--- config.mk ---
export PLATFORM = sky130hd
export DESIGN_NAME = game_sequencer
export DESIGN_NICKNAME = d
export VERILOG_FILES = /design/src/rtl/game_sequencer.sv
export SDC_FILE = /design/constraint.sdc
export NUM_CORES = 1
export LEC_CHECK = 0
export BUFFER_PORTS_ARGS = -buffer_cell sky130_fd_sc_hd__buf_4
export CAP_MARGIN = 20
export CORE_MARGIN = 1
export CORE_UTILIZATION = 55
export DETAILED_ROUTE_END_ITERATION = 8
export GPL_ROUTABILITY_DRIVEN = 0
export MAX_ROUTING_LAYER = met4
export PLACE_DENSITY = 0.77
export SYNTH_ARGS = -nofsm -noshare
export SYNTH_HDL_FRONTEND = slang
export SYNTH_SLANG_ARGS = --single-unit
--- constraint.sdc ---
create_clock -name clk_100MHz -period 3.15 [get_ports clk_100MHz]
set_input_delay 0.63 -clock clk_100MHz [delete_from_list [all_inputs] [get_ports clk_100MHz]]
set_output_delay 0.63 -clock clk_100MHz [all_outputs]
set_load 0.1 [all_outputs]
--- src/rtl/game_sequencer.sv ---
// Round controller for the PalmPilot X game: leaderboard, difficulty select, get-ready
// countdown, timed play with pause, win/lost hold and return, plus 1 Hz prescaler and score latch.
module game_sequencer #(
    parameter int CLK_HZ      = 100_000_000,
    parameter int NUM_LEVELS  = 3,
    parameter int LVL_W       = 2,
    parameter int TIME_W      = 10,
    parameter logic [NUM_LEVELS*TIME_W-1:0] TIME_LIMITS = {10'd180, 10'd300, 10'd420},
    parameter int WARN_OFS    = 120,
    parameter int CRIT_OFS    = 60,
    parameter int GET_READY_S = 5,
    parameter int DELAY_S     = 3,
    parameter int SCORE_W     = 10
) (
    input  logic               clk_100MHz,
    input  logic               reset,
    input  logic               start,
    input  logic               sel_valid,
    input  logic [LVL_W-1:0]   sel_level,
    input  logic               win,
    input  logic               pause,
    output logic [2:0]         state,
    output logic [3:0]         countdown,
    output logic [TIME_W-1:0]  elapsed_s,
    output logic [LVL_W-1:0]   level,
    output logic               warn,
    output logic               critical,
    output logic [SCORE_W-1:0] score,
    output logic               score_valid
);

    localparam logic [2:0] S_IDLE   = 3'd0;
    localparam logic [2:0] S_SELECT = 3'd1;
    localparam logic [2:0] S_READY  = 3'd2;
    localparam logic [2:0] S_PLAY   = 3'd3;
    localparam logic [2:0] S_PAUSE  = 3'd4;
    localparam logic [2:0] S_WIN    = 3'd5;
    localparam logic [2:0] S_LOST   = 3'd6;

    localparam int PS_W  = (CLK_HZ > 1) ? $clog2(CLK_HZ) : 1;
    localparam int SAT_W = (TIME_W > SCORE_W) ? TIME_W : SCORE_W;
    localparam logic [PS_W-1:0]  PS_MAX       = PS_W'(CLK_HZ - 1);
    localparam logic [SAT_W-1:0] SCORE_MAX    = SAT_W'({SCORE_W{1'b1}});
    localparam logic [LVL_W:0]   NUM_LEVELS_W = (LVL_W + 1)'(NUM_LEVELS);
    localparam logic [3:0]       READY_LOAD   = 4'(GET_READY_S);
    localparam logic [3:0]       HOLD_LOAD    = 4'(DELAY_S);
    localparam logic [31:0]      WARN_OFS_U   = 32'(WARN_OFS);
    localparam logic [31:0]      CRIT_OFS_U   = 32'(CRIT_OFS);

    logic [PS_W-1:0]    prescaler, next_prescaler;
    logic               counting, tick, keep_phase;
    logic [TIME_W-1:0]  limit, elapsed_inc, warn_thr, crit_thr;
    logic [31:0]        limit_wide;
    logic [SAT_W-1:0]   elapsed_wide;
    logic [SCORE_W-1:0] score_sat;
    logic [2:0]         next_state;
    logic [3:0]         next_countdown;
    logic [TIME_W-1:0]  next_elapsed;
    logic [LVL_W-1:0]   next_level;
    logic [SCORE_W-1:0] next_score;
    logic               next_score_valid, next_warn, next_critical, in_play;

    always_comb begin
        limit = '0;
        for (int i = 0; i < NUM_LEVELS; i++) begin
            if (level == LVL_W'(i)) begin
                limit = TIME_LIMITS[i*TIME_W +: TIME_W];
            end
        end
    end

    // Zone thresholds clamp at zero when the offset is larger than the level's limit.
    always_comb begin
        limit_wide   = 32'(limit);
        warn_thr     = (limit_wide > WARN_OFS_U) ? TIME_W'(limit_wide - WARN_OFS_U) : '0;
        crit_thr     = (limit_wide > CRIT_OFS_U) ? TIME_W'(limit_wide - CRIT_OFS_U) : '0;
        elapsed_inc  = (elapsed_s == '1) ? elapsed_s : elapsed_s + TIME_W'(1);
        elapsed_wide = SAT_W'(elapsed_s);
        score_sat    = (elapsed_wide > SCORE_MAX) ? SCORE_W'(SCORE_MAX) : SCORE_W'(elapsed_wide);
        counting     = (state == S_READY) || (state == S_PLAY) || (state == S_WIN) || (state == S_LOST);
        tick         = counting && (prescaler == PS_MAX);
    end

    always_comb begin
        next_state     = state;
        next_countdown = countdown;
        next_elapsed   = elapsed_s;
        next_level     = level;
        next_score     = score;

        case (state)
            S_IDLE: begin
                next_elapsed   = '0;
                next_countdown = '0;
                if (start) begin
                    next_state = S_SELECT;
                end
            end
            S_SELECT: begin
                if (sel_valid && ({1'b0, sel_level} < NUM_LEVELS_W)) begin
                    next_level     = sel_level;
                    next_countdown = READY_LOAD;
                    next_state     = S_READY;
                end
            end
            S_READY: begin
                if (tick) begin
                    if (countdown <= 4'd1) begin
                        next_state     = S_PLAY;
                        next_countdown = '0;
                        next_elapsed   = '0;
                    end else begin
                        next_countdown = countdown - 4'd1;
                    end
                end
            end
            S_PLAY: begin
                // A win beats a timeout landing on the same cycle; the score is the pre-tick time.
                if (win) begin
                    next_state     = S_WIN;
                    next_score     = score_sat;
                    next_countdown = HOLD_LOAD;
                end else if (tick && (elapsed_inc == limit)) begin
                    next_state     = S_LOST;
                    next_elapsed   = elapsed_inc;
                    next_countdown = HOLD_LOAD;
                end else begin
                    if (tick) begin
                        next_elapsed = elapsed_inc;
                    end
                    if (pause) begin
                        next_state = S_PAUSE;
                    end
                end
            end
            S_PAUSE: begin
                if (!pause) begin
                    next_state = S_PLAY;
                end
            end
            S_WIN, S_LOST: begin
                if (tick) begin
                    if (countdown <= 4'd1) begin
                        next_state     = S_IDLE;
                        next_countdown = '0;
                    end else begin
                        next_countdown = countdown - 4'd1;
                    end
                end
            end
            default: begin
                next_state = S_IDLE;
            end
        endcase

        if ((state != S_IDLE) && !start) begin
            next_state     = S_IDLE;
            next_countdown = '0;
            next_score     = score;
        end
    end

    // Pausing and resuming keeps the prescaler phase; every other state entry restarts the second.
    always_comb begin
        keep_phase = ((state == S_PLAY) && (next_state == S_PAUSE)) ||
                     ((state == S_PAUSE) && (next_state == S_PLAY));
        if ((next_state != state) && !keep_phase) begin
            next_prescaler = '0;
        end else if (state == S_PAUSE) begin
            next_prescaler = prescaler;
        end else if (counting) begin
            next_prescaler = tick ? '0 : prescaler + PS_W'(1);
        end else begin
            next_prescaler = '0;
        end

        in_play          = (next_state == S_PLAY) || (next_state == S_PAUSE);
        next_critical    = in_play && (next_elapsed >= crit_thr);
        next_warn        = in_play && (next_elapsed >= warn_thr) && !next_critical;
        next_score_valid = (next_state == S_WIN) && (state != S_WIN);
    end

    always_ff @(posedge clk_100MHz) begin
        if (reset) begin
            state       <= S_IDLE;
            prescaler   <= '0;
            countdown   <= '0;
            elapsed_s   <= '0;
            level       <= '0;
            warn        <= 1'b0;
            critical    <= 1'b0;
            score       <= '0;
            score_valid <= 1'b0;
        end else begin
            state       <= next_state;
            prescaler   <= next_prescaler;
            countdown   <= next_countdown;
            elapsed_s   <= next_elapsed;
            level       <= next_level;
            warn        <= next_warn;
            critical    <= next_critical;
            score       <= next_score;
            score_valid <= next_score_valid;
        end
    end

endmodule

==> metrics.txt, run 1 <==
Worst slew margin=53.15%; Hold Fails Final Rpt=0; Clock Latency Late Sink=0.35 ns; final cycle utilization of the critical path=99.21%; Clk pwr share=40.4%; placed insts=732; Final Skew=0.01393 ns; Yosys top cell by area=dfxtp_1; grt ovf=0; Setup TNS=0 ns; number of synthesized flops with an enable pin=0; initial antenna violation count=0; first drt pass iteration count=5; vias in the first global route=4,468; starting density of the core=58.19%; Fmax=320.0 MHz; overall global routing resource usage=32.21%; Worst Setup Start Kind=flip-flop; Max Buffers Root-to-Sink=2; CTS tree=built; Ports=40; Final ANT Viol Nets=0; max-cap violations=0; most frequent cell after synthesis=nor2_1; Core Area=7888 um2; CTS sink cnt=59; via/cell ratio=6.274; Die Y=93.35 um; Yosys reg bits=59; met1 usage=40.77%; Routed wire per std cell=17.49 um; element type at the critical path end=flip-flop; Netlist cell types=85; Pint=0.001286 W; busiest grt layer=met2; clock-pin slew on the worst setup and hold paths=0.08 ns; Antenna diodes=0; met2 Use GR=51.23%; Final nets=683; slew at the pin with the worst max-slew slack=0.7010 ns; Seq/Total Area, Yosys=25.74%; main flop type after synthesis=dfxtp_1; switch share=30.48%; pwr/cell area=325.8 nW/um2; pre-CTS setup slack=-0.1518 ns; Layout area overhead=23.72%; Mapped Nets=605; global-route wire length before repair=21,540 um; FP Rows=32; GR Util met3=4.553%; top cells by area, synth=dfxtp_1, ha_1, nor2_1; CTS Hold Bufs=0; Async SR Flop Fraction=0%; final WL=13,260 um; Post-Syn Area=4589 um2; RSZ-0062 raised after global routing=yes; net switching power=0.0005637 W; Buffers on Ports=39; final setup vio count=0; status=complete, no violations; hpwl dp=9329 um; Reg power frac=41.2%; cts bufs inserted=9; Final Slew Violations=0; share of cells above drive strength 1=31.40%; worst path required time=3.37 ns; leakage=2.380 nW; root buf cell=clkbuf_8; fin cells=758; Tmin final=3.125 ns; Fillers=603; H-tree Lvls=3; Final WS setup=0.02476 ns; critical path type=reg -> reg; # DRC=0; critical path fanouts, max=4; Post-synth top cells=nor2_1, dfxtp_1, nand2_1, a21oi_1, ha_1; Ys Warns=0; initial detailed-routing violation count=378; Worst EP arrival=3.35 ns; vias post-DR=4,756; Avg Inst Size Synth=8.009 um2; Max rail drop VDD=0.0003168 V; DIE AREA=8713 um2; pin count of the biggest net entering global routing=33; die width=93.35 um; Hold WC Path Type=reg -> reg; Comb pwr share=18.5%; share of the synthesized area in the top cell type=25.74%; Synth Instances=573
cell usage in the layout, fill, tap and decap left out, drive strengths merged, types with 4 or more instances in the layout:
cell and count:
buf 98, nor2 62, dfxtp 59, nand2 56, a21oi 49, ha 24, o21ai 24, inv 23
nor3 23, nand3 21, nand4 18, xnor2 17, and3 14, mux2i 14, clkbuf 14, xor2 9
and2 9, nor2b 8, or2 7, nor3b 7, nand2b 6, nor4 6, a21boi 6, o211ai 5
or3 5, or4 4, nand4b 4, o22a 4, a211oi 4, a21o 4
power by group through the flow:
stage	Sequential, W	Combinational (W)	Clock (W)
6_report	0.000762	0.000341	0.000747
5_1_grt	0.000762	0.000366	0.000794
4_1_cts	0.000761	0.000329	0.000753
3_5_place_dp	0.000778	0.000306	0
3_3_place_gp	0.000777	0.000300	0
2_1_floorplan	0.000826	0.000203	0
final timing paths:
path,start,to,slack (ns),cells after the start
max reg2reg,prescaler[1],warn,0.02,16
min,score[8],score[8],0.50,2
max,prescaler[1],warn,0.02,16
min reg2reg,score[8],score[8],0.50,2
routing by layer:
layer  routed length [um]  vias up
met5                    0        -
met4                  320        0
met3                 1002       38
met2                 6289      265
met1                 5643     2225
li1                     -     2228
sequential cells by signal (all words and copies together) (netlist names):
signal	count
prescaler	27
elapsed_s	10
score	10
countdown	4
state	3
level	2
critical	1
score_valid	1
warn	1
cells by family after synthesis:
family	synth area share [%]
multiplexers	3.898
AO/OA/AOI/OAI	21.24
adder cells (fa/ha/maj)	6.543
flip-flops	25.74
buffers and inverters	6.352
AND/OR/NAND/NOR	31.19
XOR/XNOR	4.962
other	0.08171
final cells by class:
class | instances | area [um2] | share of cell area (%)
clock buffers | 14 | 205.2 | 3.614
clock inverters | 2 | 13.76 | 0.2424
inverters | 23 | 86.33 | 1.520
multi-input cells | 460 | 3268 | 57.56
flip-flops and latches | 59 | 1225 | 21.57
well taps | 102 | 127.6 | 2.248
repair buffers | 98 | 752.0 | 13.24
metrics by stage:
step | total power [W] | util (%) | hold WS, ns | cell area (um2)
finish | 0.001850 | 71.99 | 0.4973 | 5678
floorplan | 0.001029 | - | 0.5025 | 4636
CTS | 0.001843 | 70.54 | 0.5035 | 5564
global route | 0.001923 | 71.99 | 0.5212 | 5678
global placement | 0.001078 | 66.26 | 0.4668 | 5226
detailed placement | 0.001084 | 66.26 | 0.4874 | 5226
worst max-delay path, cell delays in order, from the launching register on:
cell and delay [ns]:
dfxtp_2 0.36, ha_4 0.14, nand4b_1 0.16, nor4_4 0.29, buf_4 0.18, nand3_2 0.08, a21o_4 0.25, o22a_1 0.23
ha_1 0.29, nor2b_1 0.13, o21a_1 0.16, o21ai_0 0.14, nand2b_1 0.08, a21oi_1 0.14, o21ai_1 0.08, nor3_2 0.20
a2111oi_2 0.09
repair_timing:
item / 4_1_cts / 5_1_grt
setup buffers: 2 / 7
pin swaps: 8 / 12
setup endpoints to repair: 16 / 15
resized for setup: 14 / 19
cloned: 1 / 0
Power figures use the tool's default switching activity.
==> inputs of run 2 (changes only) <==
CELL_PAD_IN_SITES_DETAIL_PLACEMENT = 1   (was unset)
CELL_PAD_IN_SITES_GLOBAL_PLACEMENT = 1   (was unset)
CORE_UTILIZATION = 49   (was 55)
PLACE_DENSITY = unset   (was 0.77)
PLACE_DENSITY_LB_ADDON = 0.1   (was unset)
clock period = 3.7 ns   (was 3.15 ns; I/O delays follow)
==> run 2 against run 1 <==
  * Via count shrank 5.5%
  * Critical path depth shrank 2
  * Maximum frequency shrank 11%
  * First-iteration DRC count shrank 27%
  * Register-to-register slack gained 0.17 ns
  * Largest cell class unchanged
  * Critical endpoint unchanged
  * Highest routed layer unchanged
  * Non-clock buffer count shrank 47
==> metrics.txt, run 2 (synthesized netlist as in run 1, its figures left out) <==
status=complete, no violations; slew at the pin with the worst max-slew slack=0.7724 ns; root buf cell=clkbuf_8; CTS tree=built; pin count of the biggest net entering global routing=33; critical path type=reg -> reg; Top reg by flops=prescaler; Core Area=8891 um2; via/cell ratio=6.284; leakage=2.130 nW; global-route wire length before repair=23,000 um; final design utilization=57.59%; GR Util met3=6.028%; Final ANT Viol Nets=0; vias post-DR=4,493; clock-pin slew on the worst setup and hold paths=0.07 ns; Antenna diodes=0; met1 usage=37.98%; H-tree Lvls=3; pwr/cell area=288.1 nW/um2; Worst slew margin=48.38%; initial antenna violation count=0; R2R depth=14; share of cells above drive strength 1=19.93%; hpwl dp=10,160 um; Critical R2R Launch=elapsed_s[1]; final setup vio count=0; Tmin final=3.501 ns; leading cell type in the layout, fill and taps excluded=nor2_1; CTS sink cnt=59; Max Buffers Root-to-Sink=2; worst path required time=3.93 ns; Hold EP=score[5]; CTS Hold Bufs=0; hold path cells=2; grt ovf=0; Hold WC Path Type=reg -> reg; die width=98.78 um; crit-path max cell delay=0.43 ns; largest registers=prescaler x27, elapsed_s x10, score x10; met2 Use GR=50.08%; Max rail drop VDD=0.0003229 V; max-cap violations=0; Final nets=635; Worst EP arrival=3.73 ns; Routed wire per std cell=19.48 um; final WL=13,930 um; first drt pass iteration count=6; # DRC=0; most frequent cells in the layout=nor2_1, dfxtp_1, nand2_1, buf_4, a21oi_1; Die Y=98.78 um; RSZ-0062 raised after global routing=no; Final Skew=0.01023 ns; Ports=40; Final Slew Violations=0; Clock Latency Late Sink=0.35 ns; Layout area overhead=11.56%; Fmax=285.6 MHz; Fillers=1,119; slowest CP cell=dfxtp_2; cts bufs inserted=9; Buffers on Ports=39; element type at the critical path end=flip-flop; DIE AREA=9757 um2; busiest grt layer=met2; max FFs per register=27; vias in the first global route=4,565; FP Rows=34; starting density of the core=51.62%; flop2flop setup slack=0.20 ns; final cycle utilization of the critical path=94.62%; critical path fanouts, max=10; Hold Fails Final Rpt=0; startpoint of the worst hold path=score[5]; crit path cell chain=ha_1 -> and3_1 -> nand3_1 -> a31oi_1 -> o22a_1 -> ha_1 -> nor2b_1 -> o21a_1 -> o21ai_0 -> nand2b_1 -> a21oi_1 -> o21ai_1 -> nor3_2 -> a2111oi_2; overall global routing resource usage=30.69%; Setup TNS=0 ns; Worst Setup Start Kind=flip-flop; CP most frequent cell=ha_1; initial detailed-routing violation count=275; Reg-to-Reg End=warn
## run 2: metrics by stage
stage               setup WS (ns)  std cells  hold slack (ns)  total power, W  cell area [um2]
global placement           0.3944        699           0.4692       0.0009307             4922
floorplan                 0.02981        573           0.5025       0.0008789             4592
finish                     0.1991        715           0.4980        0.001475             5120
global route              0.05895        715           0.5369        0.001537             5120
CTS                        0.1025        714           0.5071        0.001488             5100
detailed placement         0.2365        699           0.4896       0.0009375             4922
## run 2: per-layer routing
metal | up-vias | wire, um
met3 | 27 | 776
met1 | 2216 | 6144
met2 | 131 | 6743
met5 | - | 0
li1 | 2119 | -
met4 | 0 | 265
## run 2: power breakdown
group | total [W] | switching [W] | internal, W | leakage, nW
Sequential | 0.000653 | 0.0000110 | 0.000641 | 0.477
Clock | 0.000550 | 0.000276 | 0.000274 | 0.0912
Combinational | 0.000273 | 0.000187 | 0.0000855 | 1.56
## run 2: critical path, delay by kind of cell, from the launching register on
kind | cells | cell delay [ns]
AO/OA/AOI/OAI | 7 | 1.20
AND/OR/NAND/NOR | 5 | 1.04
adder cells (fa/ha/maj) | 2 | 0.70
flip-flops | 1 | 0.43
## run 2: area by class of cell
cell class	count	area, um2	area share [%]
inverter	23	86.33	1.686
clock inverter	4	26.28	0.5132
clock buffer	11	151.4	2.957
multi-input combinational	459	3129	61.12
timing repair buffer	51	407.9	7.967
sequential	59	1184	23.12
tap	108	135.1	2.639
## run 2: repair_timing
item / 4_1_cts / 5_1_grt
gates resized for setup: 0 / 4
endpoints found under the setup margin: 0 / 2
setup buffers: 0 / 1
## run 2: how the worst max path moves through the flow
stage                   from  endpoint  slack (ns)  cells after the start
2_1_floorplan       state[1]      warn        0.03                     16
3_3_place_gp    prescaler[0]      warn        0.39                     15
3_5_place_dp    prescaler[0]      warn        0.24                     15
4_1_cts         prescaler[0]      warn        0.10                     16
5_1_grt        prescaler[11]      warn        0.06                     15
6_report        elapsed_s[1]      warn        0.20                     14
